### src/rtl/adder_pkg.sv
// Shared definitions for the digit-serial add/subtract unit.
// Holds the FSM state type, default operand/digit sizing and a clog2 helper
// used to size the digit counter.
package adder_pkg;

  typedef enum logic [1:0] {
    IDLE = 2'd0,
    RUN  = 2'd1,
    DONE = 2'd2
  } state_t;

  localparam int DEF_WIDTH = 32;
  localparam int DEF_DIGIT = 8;

  // Ceiling log2 for elaboration-time sizing; returns 0 for n <= 1.
  function automatic int clog2(input int n);
    int r;
    r = 0;
    for (int i = 0; i < 31; i++) begin
      if ((1 << i) < n) r = i + 1;
    end
    return r;
  endfunction

endpackage

### src/rtl/digit_adder.sv
// Combinational DIGIT-bit ripple-carry adder built from full-adder bit cells.
// Latency: 0 cycles (purely combinational).
// Backpressure: none; the caller registers the results.
// Ports: a, b (digit operands), cin (carry in), sum (digit result),
//        cout (carry out of the top bit), c_msb_in (carry into the top bit,
//        used by the caller for signed overflow detection).
module digit_adder #(
  parameter int DIGIT = 8
) (
  input  logic [DIGIT-1:0] a,
  input  logic [DIGIT-1:0] b,
  input  logic             cin,
  output logic [DIGIT-1:0] sum,
  output logic             cout,
  output logic             c_msb_in
);

  // c[i] is the carry into bit i; c[DIGIT] leaves the digit.
  logic [DIGIT:0] c;

  always_comb begin
    c    = '0;
    sum  = '0;
    c[0] = cin;
    for (int i = 0; i < DIGIT; i++) begin
      sum[i]   = a[i] ^ b[i] ^ c[i];
      c[i+1]   = (a[i] & b[i]) | (c[i] & (a[i] ^ b[i]));
    end
  end

  assign cout     = c[DIGIT];
  assign c_msb_in = c[DIGIT-1];

endmodule

### src/rtl/digit_serial_adder.sv
// Multi-cycle WIDTH-bit add/subtract, DIGIT bits per cycle, LS digit first.
// Latency: acceptance edge to out_valid is NDIG edges; one op per NDIG+2 cycles.
// Backpressure: in_ready only in IDLE; result held stable in DONE until out_ready.
// Ports: clk, rst_n (async active-low); in_valid/in_ready with a, b, cin, sub
//        (sub=1 computes a-b, cin ignored); out_valid/out_ready with sum, cout
//        (carry out of MSB; in subtract mode 1 means no borrow), ovf (signed).
// Optional build macro DIGIT_SERIAL_ADDER_SAT_EN: on signed overflow, sum is
// replaced by the saturation value chosen from the sign of operand a.
module digit_serial_adder
  import adder_pkg::*;
#(
  parameter int WIDTH = DEF_WIDTH,
  parameter int DIGIT = DEF_DIGIT
) (
  input  logic             clk,
  input  logic             rst_n,
  input  logic             in_valid,
  output logic             in_ready,
  input  logic [WIDTH-1:0] a,
  input  logic [WIDTH-1:0] b,
  input  logic             cin,
  input  logic             sub,
  output logic             out_valid,
  input  logic             out_ready,
  output logic [WIDTH-1:0] sum,
  output logic             cout,
  output logic             ovf
);

  localparam int NDIG = WIDTH / DIGIT;
  localparam int CW   = (clog2(NDIG) < 1) ? 1 : clog2(NDIG);
  localparam logic [CW-1:0] LAST = CW'(NDIG - 1);

  state_t           state;
  state_t           state_nxt;
  logic [CW-1:0]    cnt;
  logic [WIDTH-1:0] a_sh;
  logic [WIDTH-1:0] b_sh;
  logic [WIDTH-1:0] sum_r;
  logic [WIDTH-1:0] dig_ext;
  logic             carry;
  logic             cout_r;
  logic             ovf_r;
  logic             accept;
  logic             last_dig;
  logic [DIGIT-1:0] d_sum;
  logic             d_cout;
  logic             d_cmsb;

  digit_adder #(.DIGIT(DIGIT)) u_digit (
    .a        (a_sh[DIGIT-1:0]),
    .b        (b_sh[DIGIT-1:0]),
    .cin      (carry),
    .sum      (d_sum),
    .cout     (d_cout),
    .c_msb_in (d_cmsb)
  );

  assign accept   = in_valid && in_ready;
  assign last_dig = (cnt == LAST);

  // Result digit enters at the MSB end so after NDIG shifts the first digit
  // computed sits at bit 0.
  assign dig_ext = WIDTH'(d_sum) << (WIDTH - DIGIT);

  always_ff @(posedge clk or negedge rst_n) begin
    if (!rst_n) state <= IDLE;
    else        state <= state_nxt;
  end

  always_comb begin
    state_nxt = state;
    in_ready  = 1'b0;
    out_valid = 1'b0;
    case (state)
      IDLE: begin
        in_ready = 1'b1;
        if (in_valid) state_nxt = RUN;
      end
      RUN: begin
        if (last_dig) state_nxt = DONE;
      end
      DONE: begin
        out_valid = 1'b1;
        if (out_ready) state_nxt = IDLE;
      end
      default: state_nxt = IDLE;
    endcase
  end

  always_ff @(posedge clk or negedge rst_n) begin
    if (!rst_n) begin
      cnt    <= '0;
      a_sh   <= '0;
      b_sh   <= '0;
      sum_r  <= '0;
      carry  <= 1'b0;
      cout_r <= 1'b0;
      ovf_r  <= 1'b0;
    end else if (accept) begin
      // Subtract is a + ~b + 1, so the inversion and the forced carry-in are
      // applied once here and the digit loop is identical for both modes.
      cnt    <= '0;
      a_sh   <= a;
      b_sh   <= sub ? ~b : b;
      carry  <= sub ? 1'b1 : cin;
      cout_r <= 1'b0;
      ovf_r  <= 1'b0;
    end else if (state == RUN) begin
      a_sh  <= a_sh >> DIGIT;
      b_sh  <= b_sh >> DIGIT;
      sum_r <= (sum_r >> DIGIT) | dig_ext;
      carry <= d_cout;
      cnt   <= cnt + 1'b1;
      if (last_dig) begin
        cout_r <= d_cout;
        ovf_r  <= d_cmsb ^ d_cout;
      end
    end
  end

`ifdef DIGIT_SERIAL_ADDER_SAT_EN
  localparam logic [WIDTH-1:0] SAT_POS = {1'b0, {(WIDTH-1){1'b1}}};
  localparam logic [WIDTH-1:0] SAT_NEG = {1'b1, {(WIDTH-1){1'b0}}};

  // Sign of a is shifted out during RUN, so keep a copy for the clamp.
  logic a_msb;

  always_ff @(posedge clk or negedge rst_n) begin
    if (!rst_n)      a_msb <= 1'b0;
    else if (accept) a_msb <= a[WIDTH-1];
  end

  assign sum = ovf_r ? (a_msb ? SAT_NEG : SAT_POS) : sum_r;
`else
  assign sum = sum_r;
`endif

  assign cout = cout_r;
  assign ovf  = ovf_r;

endmodule

### config.mk
export PLATFORM = sky130hd
export DESIGN_NAME = digit_serial_adder
export DESIGN_NICKNAME = d
export VERILOG_FILES = /design/src/rtl/adder_pkg.sv /design/src/rtl/digit_adder.sv /design/src/rtl/digit_serial_adder.sv
export SDC_FILE = /design/constraint.sdc
export NUM_CORES = 1
export LEC_CHECK = 0
export ABC_AREA = 0
export CAP_MARGIN = 15
export CELL_PAD_IN_SITES_DETAIL_PLACEMENT = 1
export CELL_PAD_IN_SITES_GLOBAL_PLACEMENT = 1
export CORE_MARGIN = 5
export CORE_UTILIZATION = 28
export CTS_BUF_LIST = sky130_fd_sc_hd__clkbuf_4
export DETAILED_ROUTE_END_ITERATION = 16
export PLACE_DENSITY = 0.66
export SETUP_SLACK_MARGIN = 0.2
export SYNTH_ARGS = -nofsm -noshare
export SYNTH_HDL_FRONTEND = slang
export SYNTH_SLANG_ARGS = --single-unit
### constraint.sdc
create_clock -name clk -period 4.98 [get_ports clk]
set_input_delay 0.996 -clock clk [delete_from_list [all_inputs] [get_ports clk]]
set_output_delay 0.996 -clock clk [all_outputs]
set_load 0.02 [all_outputs]
* Word-level counts from Yosys, hierarchy flattened
Cells that the tools add are included.
Word-level totals: bits in registers 103, bits of input ports 70, output and inout port bits 36
Cells by class: add/subtract/negate cells 1, equal/unequal tests 6, muxes and demuxes 22, bitwise logic cells 44, reduce and logical (&&, ||, !) cells 7
Operator list (number):
- 32-bit two-way mux | 5
- 32-bit NOT | 1
- 24-bit by 32-bit bitwise OR with 32-bit output | 1
- 1-bit bitwise XOR | 17
- 1-bit bitwise AND | 16
- 1-bit two-way mux | 11
- 2-bit two-way mux | 5
- 1-bit bitwise OR | 8
- 2-bit != test (second input constant) | 3
- 2-bit case mux with 3 select lines | 1
- 2-bit == test (second input constant) | 2
- 2-bit AND reduction | 2
- 2-bit nonzero test | 2
- 3-bit AND reduction | 1
- 2-bit by 1-bit adder with 2-bit output (second input constant) | 1
- 2-bit by 1-bit == test with 1-bit output (second input constant) | 1
- 2-bit zero test | 1
- 1-bit logical AND | 1
- 1-bit NOT | 1

* Longest topological paths before layout
Gate-level depths: netlist of the first run.
depth after elaboration 21, gate-level depth with buffers 12

* By module
A second synthesis of the first run with hierarchy kept.
Unflattened totals: cell total of the unflattened synthesis 480, area total of the unflattened synthesis 4817.1 um^2
By module, submodules not included:
- digit_serial_adder | instances 1, cells an instance 462, area each 4619.4 um^2
- digit_adder | instances 1, cells an instance 18, area each 197.7 um^2

* Worst setup path after synthesis of the first run
OpenSTA, ideal clock, no wires.
kind reg2reg, from register a_sh[0], to register ovf_r (netlist: ovf), arrival 3798 ps, required time 4858 ps, slack 1061 ps, cell stages (with the launch flop) 13, path buffers 0, period minus slack after synthesis 3919 ps, cells stage by stage dfrtp_1 -> fa_1 -> inv_1 -> fa_1 -> inv_1 -> fa_1 -> fa_1 -> fa_1 -> fa_1 -> fa_1 -> fa_1 -> xor2_1 -> a32o_1
Between the ends: word-level cells in the longest chain between the ends 21, elaborated cells on any way between the ends 22
RTL lines:
- start: declaration | line digit_serial_adder.sv:37 | logic [WIDTH-1:0] a_sh;
- start signal: assignment | line digit_serial_adder.sv:110 | a_sh <= a_sh >> DIGIT;
- 1-bit bitwise XOR | line digit_adder.sv:27 | c[i+1] = (a[i] & b[i]) | (c[i] & (a[i] ^ b[i]));
- 1-bit bitwise AND | line digit_adder.sv:27
- 1-bit bitwise OR * | line digit_adder.sv:27
- 1-bit bitwise AND * | line digit_adder.sv:27
- 1-bit bitwise OR * | line digit_adder.sv:27
- 1-bit bitwise AND * | line digit_adder.sv:27
- 1-bit bitwise OR * | line digit_adder.sv:27
- 1-bit bitwise AND * | line digit_adder.sv:27
- (+5 left out)
- 1-bit bitwise AND * | line digit_adder.sv:27
- 1-bit bitwise OR * | line digit_adder.sv:27
- 1-bit bitwise AND | line digit_adder.sv:27
- 1-bit bitwise OR | line digit_adder.sv:27
- 1-bit bitwise XOR * | line digit_serial_adder.sv:117 | ovf_r <= d_cmsb ^ d_cout;
- 1-bit two-way mux * | line digit_serial_adder.sv:115 | if (last_dig) begin
- 1-bit two-way mux * | line digit_serial_adder.sv:109 | end else if (state == RUN) begin
- 1-bit two-way mux * | line digit_serial_adder.sv:100 | end else if (accept) begin
- end signal: assignment | line digit_serial_adder.sv:117
- end: declaration | line digit_serial_adder.sv:43 | logic ovf_r;
Mark *: on every way between the ends. The rest lies on a longest branch, timed or not. The select of a mux whose other input is x is not followed. A chain may end at the register's enable or synchronous reset.

* Worst setup path after layout of the first run
Ends and elaborated chain as after synthesis.

==> flow_summary.yaml, run 1 <==
setup_path:
  crit_family: "adder cells"
  worst-setup-path-type: "reg2reg"
  worstReg2RegStart: "a_sh[0]"
  end_kind: "flop"
  crit_path_start_kind: "flop"
  path_buf_inv: 2
  crit_chain: "fa_1 > inv_1 > fa_1 > inv_1 > fa_1 > fa_1 > fa_1 > fa_1 > fa_1 > fa_1 > xor2_1 > a32o_1"
  cpPeakStageDelay_ns: 0.46
  arrival_ns: 4.55
  cp_max_fo: 3
  crit_top_cell: "fa_1"
  slowest_stage: "fa_1"
  crit_start: "a_sh[0]"
  required_ns: 5.34
drt:
  viasPerCell: 4.69
  firstDrtPassIters: 4
  drt_iter0_markers: 198
  drt_wl_total_um: 13200
  drc: 0
  wl_per_cell_um: 16.3
  vias: 3801
  antenna_left: 0
finish:
  final_cells: 810
  antenna-diode-count: 0
  final_nets: 659
  design_area_mm2: 0.00615
  area_growth_pct: 27.6
  drive_gt1_share_pct: 5.98
timing:
  tns_ns: 0
  finClkSkew_ns: 0.0136
  finalHoldViolCount: 0
  maxSlewViolCount: 0
  rsz0062_at_grt: "false"
  final-setup-viol-count: 0
  fmax_ghz: 0.239
  period_share_pct: 84.1
  whs_ns: 0.492
  period_needed_ns: 4.19
  worst_pin_slew_ns: 1.10
  slew_headroom_pct: 26.8
power_and_ir_drop:
  power_frac_seq_pct: 41.7
  irDropWorstVdd_mv: 0.256
  p_clk_share_pct: 12.3
  switching_share_pct: 43.1
  comb_power_share_pct: 46.0
  p_switching_uw: 1550
  leakagePower_uw: 0.00274
  power.total_uw: 3590
  power_per_cell_area_mw_per_mm2: 584
  p_int_uw: 2040
synthesis:
  synth-seq-area-share_pct: 53.5
  syn-num-nets: 576
  yosys.cell_types.count: 31
  syn_area_per_cell_um2: 9.70
  syn_inst: 497
  synthArstFlopShare_pct: 100
  synth_area_mm2: 0.00482
  synth_seq_cells: 103
  ys_warn_count: 0
  ys.flop_type: "dfrtp_1"
  synth_edf_count: 0
clock_network:
  clock-sinks: 103
  path_clk_slew_ns: 0.16
  cts_root_buffer: "clkbuf_4"
  cts_made_buffers: 9
  ctsResizeCount: 0
  post-cts-setup-buffers: 0
  clock_latency_ns: 0.46
  postCtsHoldBufs: 0
  cts_tree: "done"
  cts_max_path_buffers: 2
  h-tree-depth: 3
global_routing:
  grt_overflow: 0
  grt_pass1_vias: 4042
  grt_max_degree: 73
  grtUsageTotal_pct: 13.3
  grtUsageMet3_pct: 2.58
  grt_pass1_wl_um: 21200
  use_met2_pct: 21.8
  busiest_layer: "met2"
  antenna_found_initial: 0
  use_met1_pct: 17.6
floorplanning:
  die_height_um: 141
  die_width_um: 141
  die-area_mm2: 0.0199
  start_util_pct: 28.2
  ios: 106
  core_mm2: 0.0171
  fp-row-count: 48
min_path:
  hold_path_startpoint: "sum[4]"
  holdCritPathClass: "reg2reg"
run_status:
  status: "finished clean"
place:
  postPlaceCellArea_mm2: 0.00600
  gp_congestion: 0.752
  port-buffer-count: 105
  post-dp-hpwl_um: 9410
  dp.cells: 793
job:
  cap_violations: 0
logic make-up (layout without fill, tap and decap cells):
group | Yosys count | in the layout | share of synthesized area (%)
AO/OA/AOI/OAI | 110 | 110 | 15.6
adder cells (fa/ha/maj) | 9 | 9 | 3.58
AND/OR/NAND/NOR | 197 | 197 | 16.7
buffers and inverters | 45 | 133 | 4.64
flip-flops | 103 | 103 | 53.5
XOR/XNOR | 33 | 33 | 5.99
metrics by stage:
| step | utilization [%] | setup WS (ns) |
|---|---|---|
| CTS | 35.9 | 0.787 |
| detailed placement | 35.1 | 0.821 |
| floorplan | - | 1.06 |
| global placement | 35.1 | 0.953 |
| global route | 35.9 | 0.628 |
| finish | 35.9 | 0.793 |
synth_stat cells, drive strengths merged (2+ instances only):
cell	instances	area [µm²]
nand2	152	571
a221o	7	76.3
nor2b	12	75.1
xor2	15	131
dfrtp	103	2580
a21oi	9	45.0
a32o	2	20.0
buf	28	160
a31oi	3	18.8
nor2	12	45.0
nand3	17	85.1
a22oi	47	353
fa	8	160
o21ai	36	180
xnor2	18	158
clkbuf	12	45.0
o221ai	3	32.5
inv	5	18.8
path summary, 6_finish.rpt:
path                                  to  slack [ns]  cells after the start
max in group asynchronous       a_sh[19]        3.35                      2
worst max register to register       ovf        0.79                     12
worst min register to register    sum[4]        0.49                      2
worst max-delay path                 ovf        0.79                     12
min in group asynchronous         sum[8]        0.65                      1
worst min-delay path              sum[4]        0.49                      2
layout make-up:
type                            instances  area, µm²
Clock buffer                           10       75.1
Clock inverter                          6       60.1
Fill cell                            1938      11000
Inverter                                5       18.8
Multi-Input combinational cell        349       2040
Sequential cell                       103       2580
Tap cell                              225        282
Timing Repair Buffer                  112       1100
sequential cells by signal, summed over array words and instances, names as in the netlist:
register	flops
a_sh	32
b_sh	32
sum	32
cnt	2
state	2
carry	1
cout	1
ovf	1
placed cells by master, fill, tap and decap left out, types with 9 or more instances in the layout:
cell,Yosys,layout
nor2_1,12,12
a21oi_1,9,9
nor2b_1,12,11
o21ai_0,28,28
a22oi_1,47,47
nand2_1,152,152
nand3_1,17,17
xnor2_1,18,18
xor2_1,15,15
clkbuf_4,0,10
clkdlybuf4s50_1,0,103
dfrtp_1,103,103
worst reg2reg max path, stage by stage, from the launching register on:
cell and delay (ns):
dfrtp_1 0.44, fa_1 0.42, inv_1 0.09, fa_1 0.18, inv_1 0.06, fa_1 0.38, fa_1 0.39, fa_1 0.39
fa_1 0.40, fa_1 0.44, fa_1 0.46, xor2_1 0.19, a32o_1 0.26
power by group through the flow:
stage / Combinational, µW / Clock (µW) / Sequential [µW]
5_1_grt: 1850 / 498 / 1550
2_1_floorplan: 990 / 0 / 1550
3_5_place_dp: 1670 / 0 / 1530
6_report: 1650 / 441 / 1500
4_1_cts: 1680 / 461 / 1500
3_3_place_gp: 1600 / 0 / 1510
per-layer routing:
layer | routed length [µm] | up-vias
li1 | - | 1835
met1 | 5990 | 1856
met2 | 6340 | 91
met3 | 575 | 19
met4 | 287 | 0
met5 | 0 | -
(Power assumes the default switching activity.)
==> inputs of run 2 (changes only) <==
--- a/config.mk
+++ b/config.mk
@@ -13,7 +13,7 @@
 export CORE_UTILIZATION = 28
 export CTS_BUF_LIST = sky130_fd_sc_hd__clkbuf_4
 export DETAILED_ROUTE_END_ITERATION = 16
-export PLACE_DENSITY = 0.66
+export PLACE_DENSITY = 0.69
 export SETUP_SLACK_MARGIN = 0.2
 export SYNTH_ARGS = -nofsm -noshare
 export SYNTH_HDL_FRONTEND = slang
==> constraint.sdc (replaced) <==
create_clock -name clk -period 3.5 [get_ports clk]
set_input_delay 0.7 -clock clk [delete_from_list [all_inputs] [get_ports clk]]
set_output_delay 0.7 -clock clk [all_outputs]
set_load 0.02 [all_outputs]
==> run 2 against run 1 <==
The flow now finishes with violations (negative setup slack); global-route usage increased by 0.45 points; hold slack got worse by 0.17 ns; non-clock buffer count increased by 14; critical path type unchanged; critical endpoint unchanged; largest cell class unchanged; largest power group unchanged.
==> flow_summary.yaml, run 2 (synthesis results as in run 1) <==
timing:
  finalHoldViolCount: 0
  period_share_pct: 107
  maxSlewViolCount: 0
  slew_headroom_pct: 36.9
  period_needed_ns: 3.76
  finClkSkew_ns: 0.0200
  worst_pin_slew_ns: 0.947
  tns_ns: -0.720
  final-setup-viol-count: 4
  fmax_ghz: 0.266
  worst_slack_ns: -0.262
  rsz0062_at_grt: "true"
power_and_ir_drop:
  irDropWorstVdd_mv: 0.300
  leakagePower_uw: 0.00280
  power_per_cell_area_mw_per_mm2: 829
clock_network:
  cts_made_buffers: 9
  clock_latency_ns: 0.48
  postCtsHoldBufs: 0
  cts_max_path_buffers: 2
  h-tree-depth: 3
  path_clk_slew_ns: 0.16
  cts_root_buffer: "clkbuf_4"
  clock-sinks: 103
  cts_tree: "done"
floorplanning:
  fp-row-count: 48
  die-area_mm2: 0.0199
  die_height_um: 141
  ios: 106
  core_mm2: 0.0171
  start_util_pct: 28.2
  die_width_um: 141
place:
  gp_congestion: 0.791
  post-dp-hpwl_um: 9830
  port-buffer-count: 105
  dp.cells: 805
global_routing:
  grt_pass1_vias: 4227
  grtUsageMet3_pct: 4.48
  grt_max_degree: 75
  grt_overflow: 0
  grt_pass1_wl_um: 21900
  antenna_found_initial: 0
  use_met2_pct: 23.5
  busiest_layer: "met2"
  grtUsageTotal_pct: 13.8
  use_met1_pct: 17.1
drt:
  firstDrtPassIters: 5
  viasPerCell: 4.70
  antenna_left: 0
  drt_wl_total_um: 13500
  wl_per_cell_um: 16.4
  vias: 3870
  drt_iter0_markers: 155
  drc: 0
finish:
  final_cell_mix: "152 x nand2_1, 103 x dfrtp_1, 103 x clkdlybuf4s50_1, 46 x a22oi_1, 27 x o21ai_0"
  final_common_cell: "nand2_1"
  final_nets: 673
  drive_gt1_share_pct: 9.52
  area_growth_pct: 30.4
  final_cells: 824
  antenna-diode-count: 0
setup_path:
  worst-setup-path-type: "reg2reg"
  arrival_ns: 4.13
  reg2reg_depth: 12
  cp_max_fo: 2
  end_kind: "flop"
  r2r-end: "ovf"
  worstReg2RegStart: "a_sh[0]"
  required_ns: 3.87
  rrSetupSlack_ns: -0.26
  crit_start: "a_sh[0]"
  crit_path_start_kind: "flop"
min_path:
  holdCritPathClass: "in2async"
run_status:
  violations: "negative setup slack"
  status: "complete, but fails checks"
job:
  cap_violations: 0
-- run 2: changes by cell type in the layout (fill, tap and decap cells not counted), sizes merged --
cell | previous run | this run
bufinv | 1 | 0
clkinv | 3 | 6
inv | 6 | 5
clkinvlp | 1 | 0
buf | 9 | 23
-- run 2: report_power, final --
group | internal, µW | leakage (µW) | switching, µW
clock | 152 | 0.0000631 | 402
combinational | 1100 | 0.00141 | 1450
sequential | 1710 | 0.00132 | 407
-- run 2: through the flow --
| stage | worst slack, ns | cell area, µm² | total power, µW | util (%) | hold WS, ns |
|---|---|---|---|---|---|
| CTS | -0.267 | 6250 | 5260 | 36.5 | 0.341 |
| finish | -0.262 | 6290 | 5210 | 36.7 | 0.327 |
| floorplan | -0.159 | 4840 | 3630 | - | 0.404 |
| global route | -0.392 | 6290 | 5640 | 36.7 | 0.366 |
| global placement | -0.198 | 6120 | 4530 | 35.8 | 0.457 |
| detailed placement | -0.307 | 6120 | 4670 | 35.8 | 0.467 |
-- run 2: worst max path at each step --
stage	to	depth (start not counted)	slack, ns
floorplan	ovf	12	-0.16
global placement	ovf	12	-0.20
detailed placement	ovf	12	-0.31
CTS	ovf	12	-0.27
global route	ovf	12	-0.39
finish	ovf	12	-0.26
-- run 2: layout make-up --
cell class                      instances  area, µm²
Clock buffer                           10       75.1
Clock inverter                          6       37.5
Fill cell                            1933      10800
Inverter                                5       18.8
Multi-Input combinational cell        349       2060
Sequential cell                       103       2580
Tap cell                              225        282
Timing Repair Buffer                  126       1240
-- run 2: layer usage --
metal	wire length (µm)	vias to the layer above
met1	5910	1901
li1	-	1864
met2	6720	95
met5	0	-
met4	146	0
met3	699	10
-- run 2: timing repair --
action / 4_1_cts / 5_1_grt
buffers inserted: 1 / 0
endpoints found under the setup margin: 4 / 5
cloned: 0 / 0
gates resized for setup: 3 / 0
pin swaps: 3 / 0
-- run 2: critical path: stages, from the launching register on --
cell     delay, ns
dfrtp_1       0.43
fa_2          0.40
inv_2         0.06
fa_1          0.17
inv_2         0.05
fa_2          0.34
fa_2          0.35
fa_2          0.36
fa_2          0.35
fa_2          0.36
fa_2          0.37
xor2_1        0.17
a32o_1        0.25
==> inputs of run 3 (changes only) <==
--- a/config.mk
+++ b/config.mk
@@ -9,6 +9,7 @@
 export CAP_MARGIN = 15
 export CELL_PAD_IN_SITES_DETAIL_PLACEMENT = 1
 export CELL_PAD_IN_SITES_GLOBAL_PLACEMENT = 1
+export CORE_ASPECT_RATIO = 2
 export CORE_MARGIN = 5
 export CORE_UTILIZATION = 28
 export CTS_BUF_LIST = sky130_fd_sc_hd__clkbuf_4
==> run 3 against run 2 <==
The flow still finishes with violations (negative setup slack); total power grew 1.5%; global-route usage grew 0.49 points; die area grew 0.80%; via count grew 0.10%; fmax grew 0.99%; non-clock buffer count is the same; sequential power is essentially flat; clock-buffer cell count is the same; critical path depth is the same; setup slack gained 0.037 ns; first-iteration DRC count grew 5.2%.
==> flow_summary.yaml, run 3 (synthesis results as in run 1) <==
floorplanning:
  die-area_mm2: 0.0201
  start_util_pct: 28.2
  die_height_um: 196
  ios: 106
  die_width_um: 103
  core_mm2: 0.0171
  fp-row-count: 68
finish:
  drive_gt1_share_pct: 9.85
  num-fill-cells: 1952
  area_growth_pct: 30.1
  final_nets: 673
  final_common_cell: "nand2_1"
  final_cell_mix: "152 x nand2_1, 103 x dfrtp_1, 103 x clkdlybuf4s50_1, 46 x a22oi_1, 27 x o21ai_0"
power_and_ir_drop:
  power_per_cell_area_mw_per_mm2: 843
  irDropWorstVdd_mv: 0.271
  leakagePower_uw: 0.00279
  power.total_uw: 5290
job:
  cap_violations: 0
setup_path:
  required_ns: 3.89
  arrival_ns: 4.12
  cp_max_fo: 3
  crit_start: "a_sh[0]"
  end_kind: "flop"
  worst-setup-path-type: "reg2reg"
  worstReg2RegStart: "a_sh[0]"
  crit_path_start_kind: "flop"
global_routing:
  grt_pass1_wl_um: 22500
  antenna_found_initial: 1
  grt_overflow: 0
  grtUsageTotal_pct: 14.3
  grt_pass1_vias: 4221
  grt_max_degree: 54
timing:
  worst_slack_ns: -0.226
  maxSlewViolCount: 0
  finalHoldViolCount: 0
  fmax_ghz: 0.268
  period_share_pct: 106
  tns_ns: -0.500
  finClkSkew_ns: 0.0210
  rsz0062_at_grt: "true"
  final-setup-viol-count: 4
  slew_headroom_pct: 28.1
  worst_pin_slew_ns: 1.08
  period_needed_ns: 3.73
run_status:
  status: "complete, but fails checks"
  violations: "negative setup slack"
clock_network:
  cts_max_path_buffers: 2
  cts_tree: "done"
  h-tree-depth: 3
  cts_root_buffer: "clkbuf_4"
  clock-sinks: 103
  path_clk_slew_ns: 0.17
  clock_latency_ns: 0.47
  cts_made_buffers: 9
drt:
  wl_met1_um: 6090
  vias: 3874
  viasPerCell: 4.78
  wl_met2_um: 7020
  maxUsedRoutingLayer: "met4"
  drc: 0
  drt_wl_total_um: 13800
  wl_per_cell_um: 17.1
  firstDrtPassIters: 4
  wl_met3_um: 523
  antenna_left: 0
  drt_iter0_markers: 163
min_path:
  holdCritPathClass: "in2async"
place:
  post-dp-hpwl_um: 9770
  port-buffer-count: 105
  gp_congestion: 0.744
-- run 3: power by group --
part | leakage [µW] | internal (µW) | switching [µW] | total (µW)
Sequential | 0.00132 | 1710 | 435 | 2140
Clock | 0.0000677 | 223 | 405 | 628
Combinational | 0.00140 | 1080 | 1440 | 2520
Total | 0.00279 | 3010 | 2280 | 5290
-- run 3: repair_timing --
| item | CTS | global route |
|---|---|---|
| buffers inserted | 0 | 0 |
| setup endpoints to repair | 4 | 4 |
| pin swaps | 2 | 1 |
| resized for setup | 0 | 4 |
| hold buffers | 0 | 0 |
| endpoints found under the hold margin | 0 | 0 |
-- run 3: metal layers --
layer | GRT usage (%) | vias up
met5 | 0 | -
met4 | 3.89 | 0
met3 | 2.22 | 13
met2 | 23.8 | 84
met1 | 19.0 | 1917
li1 | - | 1860
-- run 3: final timing paths --
| check | to | slack, ns | depth (start not counted) |
|---|---|---|---|
| setup / recovery | ovf | -0.23 | 12 |
| hold / removal | a_sh[14] | 0.25 | 1 |
| setup reg to reg | ovf | -0.23 | 12 |
| hold reg to reg | sum[3] | 0.50 | 2 |
| max in group asynchronous | sum[12] | 2.53 | 2 |
| min in group clk | sum[3] | 0.50 | 2 |
-- run 3: metrics by stage --
stage	util (%)	area [µm²]	worst slack (ns)	hold WS [ns]	std cells
2_1_floorplan	-	4840	-0.159	0.404	497
3_3_place_gp	35.8	6130	-0.211	0.457	793
3_5_place_dp	35.8	6130	-0.275	0.468	793
4_1_cts	36.6	6260	-0.240	0.248	809
5_1_grt	36.7	6270	-0.321	0.288	810
6_report	36.7	6270	-0.226	0.251	810
-- run 3: critical path, stage by stage (launching register included) --
cell     delay (ns)
dfrtp_1        0.44
fa_2           0.39
inv_2          0.06
fa_2           0.19
inv_2          0.04
fa_2           0.33
fa_2           0.34
fa_2           0.34
fa_2           0.34
fa_2           0.36
fa_2           0.38
xor2_1         0.17
a32o_1         0.25
-- run 3: layout make-up --
cell class / instances / area, µm² / area share (%)
Timing Repair Buffer: 126 / 1210 / 19.3
Sequential cell: 103 / 2580 / 41.1
Tap cell: 210 / 263 / 4.19
Inverter: 5 / 18.8 / 0.299
Clock inverter: 6 / 61.3 / 0.977
Multi-Input combinational cell: 349 / 2060 / 32.9
Clock buffer: 10 / 75.1 / 1.20
Antenna cell: 1 / 2.50 / 0.0399
